<file path="src/rtl/imm_extend_pipe.sv">
// Two-stage immediate extender: S1 captures mode and instruction bits, S2 forms the
// extended immediate and rotator carry and holds them under a valid/ready handshake.
module imm_extend_pipe #(
   parameter int XLEN     = 32,
   parameter int BR_SHIFT = 2,
   parameter int CNT_W    = 16
) (
   input  logic             clk,
   input  logic             reset,
   input  logic             in_valid,
   output logic             in_ready,
   input  logic [23:0]      Instr,
   input  logic [2:0]       ImmSrc,
   input  logic             flush,
   output logic             out_valid,
   input  logic             out_ready,
   output logic [XLEN-1:0]  ExtImm,
   output logic             ExtCarry,
   output logic             ExtErr,
   output logic [CNT_W-1:0] err_count
);

   logic             s1_valid_q, s1_valid_d;
   logic [2:0]       s1_mode_q, s1_mode_d;
   logic [23:0]      s1_instr_q, s1_instr_d;
   logic             s2_valid_q, s2_valid_d;
   logic [XLEN-1:0]  ext_imm_q, ext_imm_d;
   logic             ext_carry_q, ext_carry_d;
   logic             ext_err_q, ext_err_d;
   logic [CNT_W-1:0] err_count_q, err_count_d;

   logic             accept;
   logic             s2_load;
   logic             out_xfer;
   logic [XLEN-1:0]  imm_calc;
   logic             carry_calc;
   logic             err_calc;
   logic [4:0]       rot_amt;
   logic [63:0]      rot_wide;
   logic [XLEN-1:0]  br_ext;

   assign in_ready = !flush && (!s1_valid_q || !s2_valid_q || out_ready);
   assign accept   = in_valid && in_ready;
   assign s2_load  = s1_valid_q && (!s2_valid_q || out_ready);
   assign out_xfer = s2_valid_q && out_ready;

   assign out_valid = s2_valid_q;
   assign ExtImm    = ext_imm_q;
   assign ExtCarry  = ext_carry_q;
   assign ExtErr    = ext_err_q;
   assign err_count = err_count_q;

   always_comb begin
      imm_calc   = '0;
      carry_calc = 1'b0;
      err_calc   = 1'b0;
      rot_amt    = {s1_instr_q[11:8], 1'b0};
      // Shifting a doubled copy right leaves the 32-bit rotate in the low word.
      rot_wide   = {24'd0, s1_instr_q[7:0], 24'd0, s1_instr_q[7:0]} >> rot_amt;
      br_ext     = {{(XLEN-24){s1_instr_q[23]}}, s1_instr_q} << BR_SHIFT;
      case (s1_mode_q)
         3'b000: begin
            imm_calc[31:0] = rot_wide[31:0];
            carry_calc     = (rot_amt != 5'd0) && rot_wide[31];
         end
         3'b001:  imm_calc = {{(XLEN-12){1'b0}}, s1_instr_q[11:0]};
         3'b010:  imm_calc = br_ext;
         3'b011:  imm_calc = {{(XLEN-8){s1_instr_q[7]}}, s1_instr_q[7:0]};
         3'b100:  imm_calc = {{(XLEN-12){s1_instr_q[11]}}, s1_instr_q[11:0]};
         3'b101:  imm_calc = {{(XLEN-16){1'b0}}, s1_instr_q[19:16], s1_instr_q[11:0]};
         default: err_calc = 1'b1;
      endcase
   end

   always_comb begin
      s1_valid_d  = s1_valid_q;
      s1_mode_d   = s1_mode_q;
      s1_instr_d  = s1_instr_q;
      s2_valid_d  = s2_valid_q;
      ext_imm_d   = ext_imm_q;
      ext_carry_d = ext_carry_q;
      ext_err_d   = ext_err_q;
      err_count_d = err_count_q;
      if (flush) begin
         // Flush wins over any accept or output transfer on this edge.
         s1_valid_d = 1'b0;
         s2_valid_d = 1'b0;
      end else begin
         if (accept) begin
            s1_valid_d = 1'b1;
            s1_mode_d  = ImmSrc;
            s1_instr_d = Instr;
         end else if (s2_load) begin
            s1_valid_d = 1'b0;
         end
         if (s2_load) begin
            s2_valid_d  = 1'b1;
            ext_imm_d   = imm_calc;
            ext_carry_d = carry_calc;
            ext_err_d   = err_calc;
         end else if (out_xfer) begin
            s2_valid_d = 1'b0;
         end
         if (out_xfer && ext_err_q && (err_count_q != {CNT_W{1'b1}})) begin
            err_count_d = err_count_q + CNT_W'(1);
         end
      end
   end

   always_ff @(posedge clk or posedge reset) begin
      if (reset) begin
         s1_valid_q  <= 1'b0;
         s1_mode_q   <= 3'd0;
         s1_instr_q  <= 24'd0;
         s2_valid_q  <= 1'b0;
         ext_imm_q   <= '0;
         ext_carry_q <= 1'b0;
         ext_err_q   <= 1'b0;
         err_count_q <= '0;
      end else begin
         s1_valid_q  <= s1_valid_d;
         s1_mode_q   <= s1_mode_d;
         s1_instr_q  <= s1_instr_d;
         s2_valid_q  <= s2_valid_d;
         ext_imm_q   <= ext_imm_d;
         ext_carry_q <= ext_carry_d;
         ext_err_q   <= ext_err_d;
         err_count_q <= err_count_d;
      end
   end

endmodule
</file>
<file path="config.mk">
export PLATFORM = sky130hd
export DESIGN_NAME = imm_extend_pipe
export DESIGN_NICKNAME = d
export VERILOG_FILES = /design/src/rtl/imm_extend_pipe.sv
export SDC_FILE = /design/constraint.sdc
export NUM_CORES = 1
export LEC_CHECK = 0
export BUFFER_PORTS_ARGS = -buffer_cell sky130_fd_sc_hd__buf_2
export CAP_MARGIN = 20
export CELL_PAD_IN_SITES_DETAIL_PLACEMENT = 2
export CELL_PAD_IN_SITES_GLOBAL_PLACEMENT = 2
export CORE_UTILIZATION = 32
export DETAILED_ROUTE_END_ITERATION = 7
export GPL_ROUTABILITY_DRIVEN = 0
export PLACE_DENSITY_LB_ADDON = 0.1
export SYNTH_ARGS = -nofsm -noshare
export SYNTH_HDL_FRONTEND = slang
export SYNTH_SLANG_ARGS = --single-unit
</file>
<file path="constraint.sdc">
create_clock -name clk -period 2.1 [get_ports clk]
set_input_delay 0.21 -clock clk [delete_from_list [all_inputs] [get_ports clk]]
set_output_delay 0.21 -clock clk [all_outputs]
set_load 0.02 [all_outputs]
</file>
==> results of run 1 <==
## layer usage
layer,up-vias,track usage [%],part of all wire [%]
li1,1690,-,-
met1,1885,28.3,45
met2,91,36.5,49
met3,16,3.63,4.0
met4,0,8.25,1.7
met5,-,0,0
## worst paths after layout
check	start	to	slack, ns
min in group asynchronous	reset	s1_instr_q[18]	0.48
hold reg to reg	ExtImm[2]	ExtImm[2]	0.49
setup reg to reg	s1_mode_q[0]	ExtImm[7]	0.17
setup / recovery	s1_mode_q[0]	ExtImm[7]	0.17
hold / removal	flush	out_valid	0.07
max in group asynchronous	reset	s1_instr_q[8]	1.06
## power groups by stage
stage | clock network (mW) | registers [mW] | logic (mW)
after floorplan | 0 | 2.15 | 0.798
after global placement | 0 | 2.08 | 1.41
after detailed placement | 0 | 2.09 | 1.45
after CTS | 1.82 | 2.07 | 1.46
after global routing | 1.87 | 2.10 | 1.56
final | 1.76 | 2.06 | 1.45
## metrics by stage
| stage | cell area [um2] | worst slack, ns | total power, mW | hold WS (ns) |
|---|---|---|---|---|
| after floorplan | 4270 | 0.198 | 2.94 | 0.276 |
| after global placement | 5000 | 0.149 | 3.50 | 0.308 |
| after detailed placement | 5000 | 0.0775 | 3.54 | 0.311 |
| after CTS | 5350 | 0.0671 | 5.35 | 0.0578 |
| after global routing | 5350 | 0.0432 | 5.53 | 0.0913 |
| final | 5350 | 0.166 | 5.27 | 0.0730 |
## final cells by class
cell class                      count  area [um2]
Fill cell                        1384        7480
Timing Repair Buffer              112         673
Inverter                            5        22.5
Multi-Input combinational cell    278        2120
Tap cell                          172         215
Clock buffer                       12         256
Clock inverter                      4        77.6
Sequential cell                    79        1980
## cell usage in the layout, fill, tap and decap left out, drive strengths merged, types with 8 or more instances in the layout
cell | Yosys | routed
buf | 20 | 111
dfrtp | 79 | 79
mux2 | 35 | 35
nand2 | 32 | 32
a21oi | 22 | 22
nor2 | 19 | 19
a221o | 17 | 17
clkbuf | 7 | 12
nand3 | 10 | 10
xnor2 | 10 | 10
nor2b | 8 | 8
o221ai | 8 | 8
a22oi | 8 | 8
## worst max-delay path, delay by kind of cell (launching register included)
| kind | cells | cell delay [ns] |
|---|---|---|
| flip-flops | 1 | 0.58 |
| AO/OA/AOI/OAI | 2 | 0.39 |
| AND/OR/NAND/NOR | 2 | 0.88 |
## state kept, by name, summed over array words and instances, names as in the netlist
name,cells
out_valid,1
ExtImm,32
s1_valid_q,1
s1_instr_q,24
ExtErr,1
s1_mode_q,3
err_count,16
ExtCarry,1
## logic make-up (layout without fill, tap and decap cells)
| family | after synthesis | in the layout | share of synthesized area [%] |
|---|---|---|---|
| AOI/OAI and AO/OA | 108 | 108 | 20.4 |
| DFF | 79 | 79 | 46.3 |
| and+or+nand+nor | 117 | 117 | 16.0 |
| xor gates and xnor gates | 14 | 14 | 2.87 |
| adders and majority gates | 1 | 1 | 0.293 |
| buffers and inverters | 32 | 133 | 3.93 |
| muxes | 38 | 38 | 10.2 |
## timing repair
item                                   in CTS  in global routing
setup endpoints to repair                   0                  1
endpoints found under the hold margin      22                  0
hold buffers                                1                  0
buffers inserted                            0                  0
gates resized for setup                     0                  1
==> metrics.txt, run 1 <==
# TYPE chip_impl_metric gauge
chip_impl_metric{name="detailed_place_hpwl",unit="um"} 10800
chip_impl_metric{name="number_of_cells_traversed_by_the_worst_register_to_register_path",unit=""} 4
chip_impl_info{name="unrepaired_setup_endpoints_after_global_routing",value="false"} 1
chip_impl_info{name="cts_tree",value="done"} 1
chip_impl_metric{name="clkPwrFrac",unit="%"} 33.5
chip_impl_metric{name="tightest_slew",unit="ns"} 0.587
chip_impl_info{name="slowest_stage",value="sky130_fd_sc_hd__or4_4"} 1
chip_impl_metric{name="synth-async-reset-ratio",unit="%"} 100
chip_impl_metric{name="grt.overflow.total",unit=""} 0
chip_impl_metric{name="final-instance-count-excl-fill",unit=""} 662
chip_impl_metric{name="fin_skew",unit="ns"} 0.00606
chip_impl_metric{name="grt_max_degree",unit=""} 32
chip_impl_metric{name="count_of_unresolved_drc_violations_after_routing",unit=""} 0
chip_impl_info{name="hp-class",value="in2reg"} 1
chip_impl_info{name="critPathLaunchType",value="register"} 1
chip_impl_metric{name="drv_slew",unit=""} 0
chip_impl_metric{name="yosys_warnings",unit=""} 0
chip_impl_metric{name="route.detailed.vias_per_inst",unit=""} 5.56
chip_impl_info{name="outcome",value="finished clean"} 1
chip_impl_metric{name="synth_fp_nets",unit=""} 422
chip_impl_metric{name="switching_share",unit="%"} 33.7
chip_impl_metric{name="finish.utilization",unit="%"} 41.7
chip_impl_metric{name="buffer_ports.inserted",unit=""} 83
chip_impl_info{name="worstPathCellList",value="or4_4 -> nor3_2 -> a222oi_1 -> o221ai_1"} 1
chip_impl_metric{name="post_drt_wl_per_cell",unit="um"} 21.7
chip_impl_metric{name="max-slew-margin-rel",unit="%"} 60.8
chip_impl_info{name="yosys_most_used_dff",value="sky130_fd_sc_hd__dfrtp_1"} 1
chip_impl_info{name="synth.top_cells.by_count",value="sky130_fd_sc_hd__dfrtp_1 (79), sky130_fd_sc_hd__mux2_2 (35), sky130_fd_sc_hd__nand2_1 (31), sky130_fd_sc_hd__a21oi_1 (21), sky130_fd_sc_hd__nor2_1 (19)"} 1
chip_impl_metric{name="number_of_flops_mapped_to_enable_cells_by_yosys",unit=""} 0
chip_impl_metric{name="clk_path_buf_depth",unit=""} 2
chip_impl_metric{name="number_of_placement_rows",unit=""} 41
chip_impl_metric{name="globalRouteTotalUtil",unit="%"} 21.9
chip_impl_metric{name="final_hold_fails",unit=""} 0
chip_impl_metric{name="post_synth_num_cell_types",unit=""} 59
chip_impl_metric{name="first_pass_grt_wire_length",unit="um"} 23200
chip_impl_metric{name="post_synth_inst_count",unit=""} 389
chip_impl_metric{name="power_report.internal_total",unit="mW"} 3.50
chip_impl_metric{name="power.density",unit="nW/um2"} 986
chip_impl_metric{name="floorplan.core_area",unit="um2"} 12800
chip_impl_metric{name="initial_core_util",unit="%"} 33.3
chip_impl_metric{name="share_of_power_burned_in_combinational_logic",unit="%"} 27.4
chip_impl_info{name="clk_root_buffer_cell",value="sky130_fd_sc_hd__clkbuf_16"} 1
chip_impl_metric{name="cts_sinks",unit=""} 79
chip_impl_metric{name="min_period",unit="ns"} 1.93
chip_impl_metric{name="ir_drop",unit="V"} 0.000408
chip_impl_metric{name="clock_slew_seen_by_the_registers_of_the_worst_setup_and_hold_paths",unit="ns"} 0.06
chip_impl_metric{name="synth.ff_latch_count",unit=""} 79
chip_impl_metric{name="synth.yosys.seq_area_share",unit="%"} 46.3
chip_impl_info{name="kind_of_critical_path",value="reg2reg"} 1
chip_impl_metric{name="min_delay_path_depth",unit=""} 2
chip_impl_metric{name="fmax",unit="MHz"} 517
chip_impl_metric{name="final_nets",unit=""} 518
chip_impl_metric{name="share_of_cells_above_drive_strength_1",unit="%"} 36.7
chip_impl_metric{name="cts_made_buffers",unit=""} 9
chip_impl_metric{name="worstPathArrival",unit="ns"} 2.19
chip_impl_metric{name="wl",unit="um"} 14300
chip_impl_metric{name="critical-path-max-stage-delay",unit="ns"} 0.64
chip_impl_metric{name="synthToLayoutAreaGrowth",unit="%"} 25.3
chip_impl_metric{name="setup_viols_final",unit=""} 0
chip_impl_metric{name="detail_route.iter0.violations",unit=""} 221
chip_impl_metric{name="top_level_ports",unit=""} 84
chip_impl_metric{name="synth_area",unit="um2"} 4270
chip_impl_metric{name="setup_tns",unit="ns"} 0
chip_impl_metric{name="timing.max_cap.violations",unit=""} 0
chip_impl_info{name="synthDominantAreaCellType",value="sky130_fd_sc_hd__dfrtp_1"} 1
chip_impl_metric{name="chipWidth",unit="um"} 118
chip_impl_metric{name="dp_cells",unit=""} 645
chip_impl_metric{name="finalCritPeriodShare",unit="%"} 92.1
chip_impl_metric{name="clk_latency",unit="ns"} 0.35
chip_impl_metric{name="chipHeight",unit="um"} 118
chip_impl_info{name="most_instantiated_library_cell_after_synthesis",value="sky130_fd_sc_hd__dfrtp_1"} 1
chip_impl_metric{name="antenna_violating_nets_post_route",unit=""} 0
chip_impl_metric{name="netSwitchingPower",unit="mW"} 1.77
chip_impl_metric{name="number_of_antenna_violations_at_the_first_check_in_global_routing",unit=""} 0
chip_impl_metric{name="worstPathMaxFanout",unit=""} 15
chip_impl_info{name="synth_area_leaders",value="sky130_fd_sc_hd__dfrtp_1 (46%), sky130_fd_sc_hd__mux2_2 (9.2%), sky130_fd_sc_hd__a221o_1 (4.0%), sky130_fd_sc_hd__nand2_1 (2.7%), sky130_fd_sc_hd__a21oi_1 (2.5%)"} 1
chip_impl_info{name="worst_setup_path_end_kind",value="register"} 1
chip_impl_metric{name="synth.top_cell.area_share",unit="%"} 46.3
chip_impl_metric{name="power_leakage",unit="nW"} 2.43
chip_impl_metric{name="drt_pre_antenna_iters",unit=""} 4
chip_impl_metric{name="routed_vias",unit=""} 3682
chip_impl_metric{name="synth_area_per_cell",unit="um2"} 11.0
chip_impl_metric{name="power.sequential.fraction",unit="%"} 39.1
chip_impl_metric{name="die_area",unit="um2"} 13800
chip_impl_metric{name="cts_htree_levels",unit=""} 3
chip_impl_metric{name="worst_ep_required_time",unit="ns"} 2.36
chip_impl_metric{name="insertedDiodeCount",unit=""} 0
chip_impl_metric{name="first_global_vias",unit=""} 4059
Note: power is estimated with default switching activity, not from simulation.
==> run 2, diff against run 1 <==
Settings changed: PLACE_DENSITY_LB_ADDON 0.1 to 0.2.
==> run 2 against run 1 <==
Net effect:
- total power down 3.5%
- first-iteration DRC count up 0.45%
- final area down 1.1%
- clock-buffer cell count unchanged
- register-to-register slack about the same
- die area unchanged
- fmax down 0.18%
- clock power down 9%
- final cell count down 0.45%
- flip-flop and latch count unchanged
- largest cell class unchanged
==> metrics.txt, run 2 (synthesis gave the netlist of run 1 again) <==
# TYPE chip_impl_metric gauge
chip_impl_metric{name="worstPathArrival",unit="ns"} 2.17
chip_impl_info{name="worst_setup_path_end_kind",value="register"} 1
chip_impl_metric{name="setup_slack",unit="ns"} 0.162
chip_impl_metric{name="timing.reg2reg.setup_slack",unit="ns"} 0.16
chip_impl_metric{name="cts_htree_levels",unit=""} 3
chip_impl_metric{name="number_of_antenna_violations_at_the_first_check_in_global_routing",unit=""} 0
chip_impl_metric{name="worstPathMaxFanout",unit=""} 14
chip_impl_metric{name="postCtsSetupRepairBufs",unit=""} 0
chip_impl_metric{name="share_of_cells_above_drive_strength_1",unit="%"} 36.3
chip_impl_metric{name="drv_slew",unit=""} 0
chip_impl_metric{name="post_drt_wl_per_cell",unit="um"} 21.3
chip_impl_metric{name="synthToLayoutAreaGrowth",unit="%"} 23.9
chip_impl_metric{name="route.detailed.vias_per_inst",unit=""} 5.61
chip_impl_metric{name="number_of_placement_rows",unit=""} 41
chip_impl_metric{name="cts_sinks",unit=""} 79
chip_impl_metric{name="power_leakage",unit="nW"} 2.40
chip_impl_metric{name="globalRouteTotalUtil",unit="%"} 21.4
chip_impl_metric{name="initial_core_util",unit="%"} 33.3
chip_impl_info{name="unrepaired_setup_endpoints_after_global_routing",value="false"} 1
chip_impl_metric{name="count_of_unresolved_drc_violations_after_routing",unit=""} 0
chip_impl_metric{name="power_report.internal_total",unit="mW"} 3.35
chip_impl_metric{name="setup_tns",unit="ns"} 0
chip_impl_info{name="most-common-layout-cells",value="sky130_fd_sc_hd__buf_2 (83), sky130_fd_sc_hd__dfrtp_1 (79), sky130_fd_sc_hd__mux2_2 (35)"} 1
chip_impl_metric{name="totalPowerFinal",unit="mW"} 5.09
chip_impl_metric{name="die_area",unit="um2"} 13800
chip_impl_metric{name="clock_slew_seen_by_the_registers_of_the_worst_setup_and_hold_paths",unit="ns"} 0.06
chip_impl_info{name="critPathLaunchType",value="register"} 1
chip_impl_info{name="hp-class",value="in2reg"} 1
chip_impl_metric{name="largest_register_ffs",unit=""} 32
chip_impl_metric{name="setup_viols_final",unit=""} 0
chip_impl_metric{name="first_global_vias",unit=""} 4033
chip_impl_metric{name="cts_made_buffers",unit=""} 9
chip_impl_info{name="kind_of_critical_path",value="reg2reg"} 1
chip_impl_metric{name="insertedDiodeCount",unit=""} 0
chip_impl_metric{name="first_pass_grt_wire_length",unit="um"} 22700
chip_impl_metric{name="clk_path_buf_depth",unit=""} 2
chip_impl_metric{name="top_level_ports",unit=""} 84
chip_impl_metric{name="share_of_power_burned_in_combinational_logic",unit="%"} 28.2
chip_impl_metric{name="final_nets",unit=""} 516
chip_impl_metric{name="floorplan.core_area",unit="um2"} 12800
chip_impl_metric{name="antenna_violating_nets_post_route",unit=""} 0
chip_impl_metric{name="detail_route.iter0.violations",unit=""} 222
chip_impl_metric{name="timing.max_cap.violations",unit=""} 0
chip_impl_info{name="final_common_cell",value="sky130_fd_sc_hd__buf_2"} 1
chip_impl_metric{name="switching_share",unit="%"} 34.2
chip_impl_metric{name="power.density",unit="nW/um2"} 962
chip_impl_metric{name="netSwitchingPower",unit="mW"} 1.74
chip_impl_metric{name="finalCritPeriodShare",unit="%"} 92.3
chip_impl_metric{name="ir_drop",unit="V"} 0.000612
chip_impl_metric{name="final_hold_fails",unit=""} 0
chip_impl_metric{name="fillCellCount",unit=""} 1415
chip_impl_metric{name="max-slew-margin-rel",unit="%"} 62.3
chip_impl_metric{name="grt_max_degree",unit=""} 34
chip_impl_info{name="outcome",value="finished clean"} 1
chip_impl_metric{name="detailed_place_hpwl",unit="um"} 10500
chip_impl_metric{name="tightest_slew",unit="ns"} 0.564
chip_impl_metric{name="clk_latency",unit="ns"} 0.35
chip_impl_metric{name="finish.utilization",unit="%"} 41.2
chip_impl_info{name="cts_tree",value="done"} 1
chip_impl_info{name="clk_root_buffer_cell",value="sky130_fd_sc_hd__clkbuf_16"} 1
chip_impl_metric{name="chipHeight",unit="um"} 118
chip_impl_metric{name="wl",unit="um"} 14100
chip_impl_metric{name="fmax",unit="MHz"} 516
chip_impl_metric{name="power.sequential.fraction",unit="%"} 40.3
chip_impl_metric{name="number_of_cells_traversed_by_the_worst_register_to_register_path",unit=""} 4
chip_impl_metric{name="fin_skew",unit="ns"} 0.0105
chip_impl_metric{name="drt_pre_antenna_iters",unit=""} 4
chip_impl_metric{name="chipWidth",unit="um"} 118
chip_impl_metric{name="buffer_ports.inserted",unit=""} 83
chip_impl_metric{name="worst_ep_required_time",unit="ns"} 2.33
chip_impl_metric{name="min_period",unit="ns"} 1.94
chip_impl_metric{name="min_delay_path_depth",unit=""} 2
chip_impl_metric{name="clkPwrFrac",unit="%"} 31.6
chip_impl_metric{name="routed_vias",unit=""} 3699
chip_impl_metric{name="dpl_worst_slack",unit="ns"} 0.122
chip_impl_metric{name="grt.overflow.total",unit=""} 0
run 2: through the flow:
stage	cell area [um2]	hold slack, ns	instances
5_1_grt	5290	0.0787	659
2_1_floorplan	4270	0.276	389
3_5_place_dp	4970	0.244	643
6_report	5290	0.0657	659
3_3_place_gp	4970	0.243	643
4_1_cts	5280	0.0549	659
run 2: final cells by class:
cell class / count / area, um2 / area share (%)
tap: 172 / 215 / 4.07
timing repair buffer: 110 / 646 / 12.2
multi-input combinational: 278 / 2130 / 40.3
inverter: 5 / 22.5 / 0.426
sequential: 79 / 1980 / 37.4
clock buffer: 12 / 256 / 4.85
clock inverter: 3 / 42.5 / 0.804
run 2: final timing paths:
path                                    from         end
worst min-delay path                   flush   out_valid
worst max register to register  s1_mode_q[1]  ExtImm[13]
worst max-delay path            s1_mode_q[1]  ExtImm[13]
max in group asynchronous              reset  ExtImm[12]
worst min register to register     ExtImm[8]   ExtImm[8]
min in group asynchronous              reset  ExtImm[14]
run 2: critical path, cell delays in order (launching register included):
cell	delay [ns]
sky130_fd_sc_hd__dfrtp_1	0.64
sky130_fd_sc_hd__and2b_1	0.41
sky130_fd_sc_hd__o21ai_0	0.35
sky130_fd_sc_hd__a21oi_1	0.15
sky130_fd_sc_hd__a221o_1	0.28
run 2: metal layers:
layer / part of all wire (%) / track usage (%)
met2: 50 / 35.8
met5: 0 / 0
met3: 4.7 / 4.89
met1: 44 / 27.0
met4: 1.7 / 7.69
run 2: power by group through the flow:
stage               Clock [mW]  Combinational (mW)  Sequential [mW]
finish                    1.61                1.43             2.05
global route              1.71                1.55             2.09
CTS                       1.65                1.44             2.05
detailed placement           0                1.43             2.08
global placement             0                1.39             2.07
floorplan                    0               0.798             2.15
run 2: repair_timing:
action                                 4_1_cts  5_1_grt
hold buffers                                 1        0
setup endpoints to repair                    0        1
endpoints found under the hold margin       14        0
gates resized for setup                      0        1
